$ cat src/rtl/glyph_pkg.sv
// Shared types and default geometry for the glyph serializer text path.
package glyph_pkg;

    // Default glyph geometry and character code width.
    localparam int GLYPH_W_DEF   = 8;
    localparam int GLYPH_H_DEF   = 8;
    localparam int CHAR_BITS_DEF = 7;

    // Serializer control states.
    typedef enum logic [1:0] {
        IDLE  = 2'd0,
        ADDR  = 2'd1,
        LOAD  = 2'd2,
        SHIFT = 2'd3
    } glyph_state_t;

endpackage

$ cat src/rtl/glyph_serializer.sv
// Glyph serializer: accepts a character code, walks its rows through the
// synchronous font ROM and emits each row MSB-first as a 1-bit pixel stream.
module glyph_serializer
    import glyph_pkg::*;
#(
    parameter int GLYPH_W   = GLYPH_W_DEF,
    parameter int GLYPH_H   = GLYPH_H_DEF,
    parameter int CHAR_BITS = CHAR_BITS_DEF,
    localparam int ADDR_W   = $clog2((2**CHAR_BITS) * GLYPH_H)
) (
    input  logic                 i_clk,
    input  logic                 i_rst_n,
    input  logic                 i_char_valid,
    input  logic [CHAR_BITS-1:0] i_char,
    output logic                 o_char_ready,
    output logic [ADDR_W-1:0]    o_rom_addr,
    input  logic [GLYPH_W-1:0]   i_rom_data,
    output logic                 o_pix_valid,
    output logic                 o_pix,
    output logic                 o_pix_eol,
    output logic                 o_pix_last,
    input  logic                 i_pix_ready,
    output logic                 o_busy
);

    // Row index is the low part of the ROM address; GLYPH_H is a power of 2
    // so {char,row} is exactly char*GLYPH_H+row and never overflows.
    localparam int ROW_W = $clog2(GLYPH_H);
    localparam int COL_W = (GLYPH_W > 1) ? $clog2(GLYPH_W) : 1;

    glyph_state_t          state_r, state_s;
    logic [CHAR_BITS-1:0]  char_r, char_s;
    logic [ROW_W-1:0]      row_r, row_s;
    logic [COL_W-1:0]      col_r, col_s;
    logic [GLYPH_W-1:0]    shreg_r, shreg_s;
    logic [ADDR_W-1:0]     addr_s;
    logic                  ready_s;
    logic                  pvalid_s;
    logic                  eol_s;
    logic                  last_row_s;
    logic                  pix_hs_s;

    // Pixel-side decode taken from registered state only; gated by valid so
    // every pixel qualifier is 0 whenever no pixel is being presented.
    assign eol_s       = (col_r == COL_W'(GLYPH_W - 1));
    assign last_row_s  = (row_r == ROW_W'(GLYPH_H - 1));
    assign pix_hs_s    = o_pix_valid & i_pix_ready;
    assign o_pix       = o_pix_valid & shreg_r[GLYPH_W-1];
    assign o_pix_eol   = o_pix_valid & eol_s;
    assign o_pix_last  = o_pix_valid & eol_s & last_row_s;
    assign o_busy      = (state_r != IDLE);

    // Next-state and next-register computation for the serializer FSM.
    always_comb begin
        state_s  = state_r;
        char_s   = char_r;
        row_s    = row_r;
        col_s    = col_r;
        shreg_s  = shreg_r;
        addr_s   = o_rom_addr;
        ready_s  = o_char_ready;
        pvalid_s = o_pix_valid;
        case (state_r)
            IDLE: begin
                ready_s = 1'b1;
                if (i_char_valid && o_char_ready) begin
                    char_s  = i_char;
                    row_s   = ROW_W'(0);
                    addr_s  = {i_char, ROW_W'(0)};
                    ready_s = 1'b0;
                    state_s = ADDR;
                end else begin
                    state_s = IDLE;
                end
            end
            ADDR: begin
                // ROM samples o_rom_addr on this edge; data arrives next cycle.
                state_s = LOAD;
            end
            LOAD: begin
                shreg_s  = i_rom_data;
                col_s    = COL_W'(0);
                pvalid_s = 1'b1;
                state_s  = SHIFT;
            end
            SHIFT: begin
                // Without a handshake everything holds, so a stall freezes the pixel.
                if (pix_hs_s) begin
                    shreg_s = {shreg_r[GLYPH_W-2:0], 1'b0};
                    col_s   = col_r + COL_W'(1);
                    if (eol_s && last_row_s) begin
                        pvalid_s = 1'b0;
                        ready_s  = 1'b1;
                        state_s  = IDLE;
                    end else if (eol_s) begin
                        row_s    = row_r + ROW_W'(1);
                        addr_s   = {char_r, row_r + ROW_W'(1)};
                        pvalid_s = 1'b0;
                        state_s  = ADDR;
                    end else begin
                        state_s  = SHIFT;
                    end
                end else begin
                    state_s = SHIFT;
                end
            end
            default: begin
                state_s  = IDLE;
                ready_s  = 1'b0;
                pvalid_s = 1'b0;
            end
        endcase
    end

    // State, counters, shift register and registered handshake outputs.
    always_ff @(posedge i_clk or negedge i_rst_n) begin
        if (!i_rst_n) begin
            state_r      <= IDLE;
            char_r       <= '0;
            row_r        <= '0;
            col_r        <= '0;
            shreg_r      <= '0;
            o_rom_addr   <= '0;
            o_char_ready <= 1'b0;
            o_pix_valid  <= 1'b0;
        end else begin
            state_r      <= state_s;
            char_r       <= char_s;
            row_r        <= row_s;
            col_r        <= col_s;
            shreg_r      <= shreg_s;
            o_rom_addr   <= addr_s;
            o_char_ready <= ready_s;
            o_pix_valid  <= pvalid_s;
        end
    end

endmodule

$ cat config.mk
export PLATFORM = sky130hd
export DESIGN_NAME = glyph_serializer
export DESIGN_NICKNAME = d
export VERILOG_FILES = /design/src/rtl/glyph_pkg.sv /design/src/rtl/glyph_serializer.sv
export SDC_FILE = /design/constraint.sdc
export NUM_CORES = 1
export LEC_CHECK = 0
export ABC_AREA = 1
export ABC_CLOCK_PERIOD_IN_PS = 4200
export CAP_MARGIN = 5
export CORE_UTILIZATION = 53
export CTS_CLUSTER_DIAMETER = 50
export CTS_CLUSTER_SIZE = 20
export DETAILED_ROUTE_END_ITERATION = 6
export GPL_TIMING_DRIVEN = 0
export MAX_ROUTING_LAYER = met4
export PLACE_DENSITY = 0.84
export SYNTH_ARGS = -nofsm -noshare
export SYNTH_HDL_FRONTEND = slang
export SYNTH_SLANG_ARGS = --single-unit
$ cat constraint.sdc
create_clock -name i_clk -period 4.2 [get_ports i_clk]
set_input_delay 0.84 -clock i_clk [delete_from_list [all_inputs] [get_ports i_clk]]
set_output_delay 0.84 -clock i_clk [all_outputs]
set_load 0.05 [all_outputs]
### After elaboration in Yosys (flattened, before gate mapping)

Cells that the tools add are included.

* $add $sub $neg: 2
* multipliers: 0
* divide/modulo/power cells: 0
* magnitude comparators: 0
* equality and inequality tests: 11
* shift-type cells: 0
* mux-type cells: 27
* bitwise logic cells: 4
* reductions and logical operators: 11

Operators with widths (number)
* 10-bit 2-to-1 mux: 4
* 10-bit case mux with 2 select lines: 1
* 8-bit case mux with 2 select lines: 1
* 3-bit 2-to-1 mux: 5
* 3-bit case mux with 2 select lines: 2
* 2-bit != test (second input constant): 5
* 8-bit 2-to-1 mux: 1
* 2-bit case mux with 4 select lines: 1
* 1-bit 2-to-1 mux: 7
* 3-bit by 1-bit adder with 3-bit output (second input constant): 2
* 3-bit equality test (second input constant): 2
* 2-bit 2-to-1 mux: 3
* 3-bit AND reduction: 2
* 2-bit nonzero test: 3
* 5-bit AND reduction: 1
* 1-bit bitwise AND: 4
* 2-bit equality test (second input constant): 2
* 1-bit case mux with 2 select lines: 2
* 2-bit AND reduction: 2
* 3-bit != test (second input constant): 1
* 2-bit by 1-bit equality test with 1-bit output (second input constant): 1
* 1-bit logical AND: 2
* 2-bit logical NOT: 1

* flip-flop bits (word level): 35
* latch bits: 0
* RAM bits: 0
* memory bits (read-only): 0
* input bits: 19
* output and inout bits: 16
* memories: 0

### Depth between registers and ports, before layout

* depth after elaboration: 5
* depth in mapped cells: 8

### Worst setup path after synthesis

OpenSTA, ideal clock, no wires.

* kind: reg-to-output
* start: reg o_rom_addr[0] (netlist name)
* end: out o_pix_last
* data arrival time: 1.728 ns
* data required time: 3.360 ns
* slack: 1.632 ns
* cell stages (with the launch flop): 5
* path buffers: 0
* cell sequence: dfrtp_1 -> ha_1 -> ha_1 -> inv_1 -> nor2_1

RTL lines
* end, declared: RTL line glyph_serializer.sv:21 `output logic o_pix_last,`

### Final worst setup path

* start: reg col_r[0]
* end: out o_pix_last

* longest elaborated chain between the ends: 3

RTL lines
* start, declared: RTL line glyph_serializer.sv:34 `logic [COL_W-1:0] col_r, col_s;`
* start signal, assigned: RTL line glyph_serializer.sv:130 `col_r <= col_s;`
* 3-bit equality test: RTL line glyph_serializer.sv:45 `assign eol_s = (col_r == COL_W'(GLYPH_W - 1));`
* 1-bit bitwise AND (2 in series): RTL line glyph_serializer.sv:50 `assign o_pix_last = o_pix_valid & eol_s & last_row_s;`

Every way passes these cells.

==> run_results.csv <==
group,metric,value,unit
setup_path,crit_start,"col_r[0]",
place,place_hpwl,2.19,mm
setup_path,cp_max_fo,5,
setup_path,cpLargestDelayFamily,"buffers and inverters",
logic_synthesis,synth-edff-count,0,
place,place_inst,259,
global_routing,grt_pass1_wl,5.29,mm
pwr,p_leak,0.988,nW
detailed_routing,drtPass1Iterations,4,
timing,hold_ws,0.478,ns
place,routabilityCongestion,0.760,
setup_path,cpMostUsedCell,"ha_1",
clock_network,cts_hold_buf,0,
setup_path,r2r-start,"o_rom_addr[0]",
detailed_routing,route.detailed.drc,0,
logic_synthesis,synth-main-ff-cell,"dfrtp_1",
detailed_routing,first_iter_violations,31,
logic_synthesis,yosysWarnings,0,
floorplan,core_area,0.00276,mm2
timing,setup_viol,0,
floorplan,die_y,55.9,um
setup_path,crit_type,"reg -> out",
timing,slew_headroom,53.1,%
global_routing,antenna_found_initial,0,
setup_path,r2r_cells,8,
timing,hold_viol_final,0,
detailed_routing,antenna_left,0,
setup_path,regToRegEndpoint,"o_rom_addr[5]",
timing,slew_violations,0,
clock_network,ctsLongestPathBuffers,2,
timing,worstMarginPinSlew,0.704,ns
final_layout,fillers,216,
global_routing,overflow,0,
detailed_routing,wl,3.05,mm
clock_network,insertion_delay,0.33,ns
logic_synthesis,ys_types,18,
floorplan,io_pins,35,
flow_run,drv_cap,0,
logic_synthesis,ys_seq_area_share,51.9,%
timing,fin_setup_tns,0,ns
pwr,power.density,676,mW/mm2
setup_path,startpoint_type,"flip-flop",
timing,finalCritPeriodShare,69.3,%
final_layout,area_growth,28.1,%
min_path,holdPathStages,2,
clock_network,htree_levels,2,
timing,rsz0062_at_grt,"no",
clock_network,root_buffer,"clkbuf_4",
setup_path,crit_end,"o_pix_last",
logic_synthesis,yosysTopAreaCell,"dfrtp_1",
logic_synthesis,avgSynthCellArea,7.95,um2
place,portBuffers,34,
clock_network,cts_buffers,5,
setup_path,critPathRequiredTime,3.36,ns
setup_path,slowest_delay,0.80,ns
final_layout,antenna_cells,0,
logic_synthesis,synth_area,0.00154,mm2
detailed_routing,wl_per_cell,11.4,um
setup_path,cp_num_buf_inv,1,
setup_path,path_depth,5,
setup_path,critPathArrivalTime,2.07,ns
setup_path,reg2reg_slack,2.66,ns
setup_path,crit_path_end_kind,"output pin",
final_layout,drive_gt1_share,8.05,%
final_layout,stdcell_count,267,
clock_network,post_cts_buffers,0,
global_routing,grt_pass1_vias,1270,
timing,finClkSkew,0.00750,ns
pwr,peakVddDrop,0.505,mV
timing,period_needed,2.91,ns
clock_network,clock-sinks,32,
global_routing,grt_usage,22.4,%
clock_network,clkTransAtPathRegs,0.09,ns
logic_synthesis,synth.most_common_cell,"nand2_1",
floorplan,start_util,55.9,%
final_layout,finalNetCount,258,
min_path,hold_class,"reg -> reg",
logic_synthesis,synthArstFlopShare,100,%
clock_network,cts_tree,"yes",
logic_synthesis,synth_nets,217,
setup_path,worstPathCellList,"ha_1, ha_1, nand2_1, nor2_1, clkdlybuf4s50_1",
floorplan,dieArea,0.00313,mm2
detailed_routing,routed_via_density,5.12,
final_layout,fin_util,71.6,%
timing,timing.fmax,0.344,GHz
run_status,status,"finished clean",
floorplan,die_x,55.9,um
logic_synthesis,ys_ff_latch,32,
logic_synthesis,synth_commonest_cells,"63 x nand2_1, 32 x dfrtp_1, 24 x inv_1, 24 x o21ai_0, 16 x nand3_1",
logic_synthesis,yosys.area.top_type_share,51.9,%
global_routing,grt_start_max_net_pins,33,
detailed_routing,vias,1368,
clock_network,cts_resized,0,
logic_synthesis,synthTopCellsByArea,"dfrtp_1 52%, nand2_1 15%, o21ai_0 7.8%",
setup_path,cp_slowest_cell,"clkdlybuf4s50_1",
logic_synthesis,syn_inst,194,
floorplan,rows,19,
-- final cells by class --
class                           instances  area [um2]  share of cell area (%)
Buffer                                  7        45.0                    2.28
Clock buffer                            8        58.8                    2.98
Inverter                               25        93.8                    4.75
Multi-Input combinational cell        130         602                    30.5
Sequential cell                        32         801                    40.6
Tap cell                               31        38.8                    1.96
Timing Repair Buffer                   34         335                    17.0
-- worst min-delay path: cells and delay by family, from the launching register on --
kind	cells	cell delay, ns
DFF	1	0.35
and+or+nand+nor	2	0.10
-- placed cells by master (no fill, tap or decap) --
cell type	n
nor2_2	1
o21ai_2	1
dfrtp_1	32
a21oi_1	6
clkbuf_1	3
o211ai_1	1
buf_2	4
buf_4	2
clkdlybuf4s50_1	33
clkbuf_8	1
buf_6	1
a31oi_1	1
nand2_1	63
nand3_1	16
nand2_2	3
clkbuf_4	5
o21ai_0	24
ha_1	4
inv_2	1
nor2_1	10
inv_1	24
-- report_power, final --
group          total [mW]  switching, mW  internal, mW
Clock               0.183          0.100        0.0825
Sequential          0.457         0.0558         0.401
Combinational       0.694          0.461         0.233
-- worst min-delay path by stage --
stage | from | to | slack, ns
finish | o_rom_addr[7] | o_rom_addr[7] | 0.48
CTS | o_rom_addr[7] | o_rom_addr[7] | 0.48
global placement | o_rom_addr[8] | o_rom_addr[8] | 0.46
detailed placement | o_rom_addr[7] | o_rom_addr[7] | 0.46
global route | o_rom_addr[8] | o_rom_addr[8] | 0.50
floorplan | col_r[1] | col_r[1] | 0.45
-- cell families (layout without fill, tap and decap cells) --
kind of cell	Yosys count	in the layout	share of synthesized area [%]
compound gates	33	33	11.2
fa+ha+maj	4	4	3.25
buf+inv	32	74	9.01
flops	32	32	51.9
simple gates	93	93	24.6
-- stage by stage --
stage          power, mW  area, um2  worst slack, ns
3_5_place_dp        1.16       1920             1.65
4_1_cts             1.34       1970             1.27
5_1_grt             1.43       1970             1.16
3_3_place_gp        1.14       1920             1.66
6_report            1.33       1970             1.29
2_1_floorplan      0.945       1540             1.63
-- routing by layer --
layer / vias to the layer above / routed length [um] / global-route usage [%]
met4: 0 / 0 / 8.71
li1: 693 / - / -
met2: 33 / 1460 / 35.1
met1: 642 / 1440 / 27.3
met5: - / 0 / -
met3: 0 / 145 / 7.21
-- state kept, by name, summed over array words and instances (netlist names) --
register and flops:
o_rom_addr 10, o_pix_valid 1, state_r 2, o_char_ready 1
shreg_r 8, char_r 7, col_r 3
No activity file was read; power rests on OpenSTA's default activity.
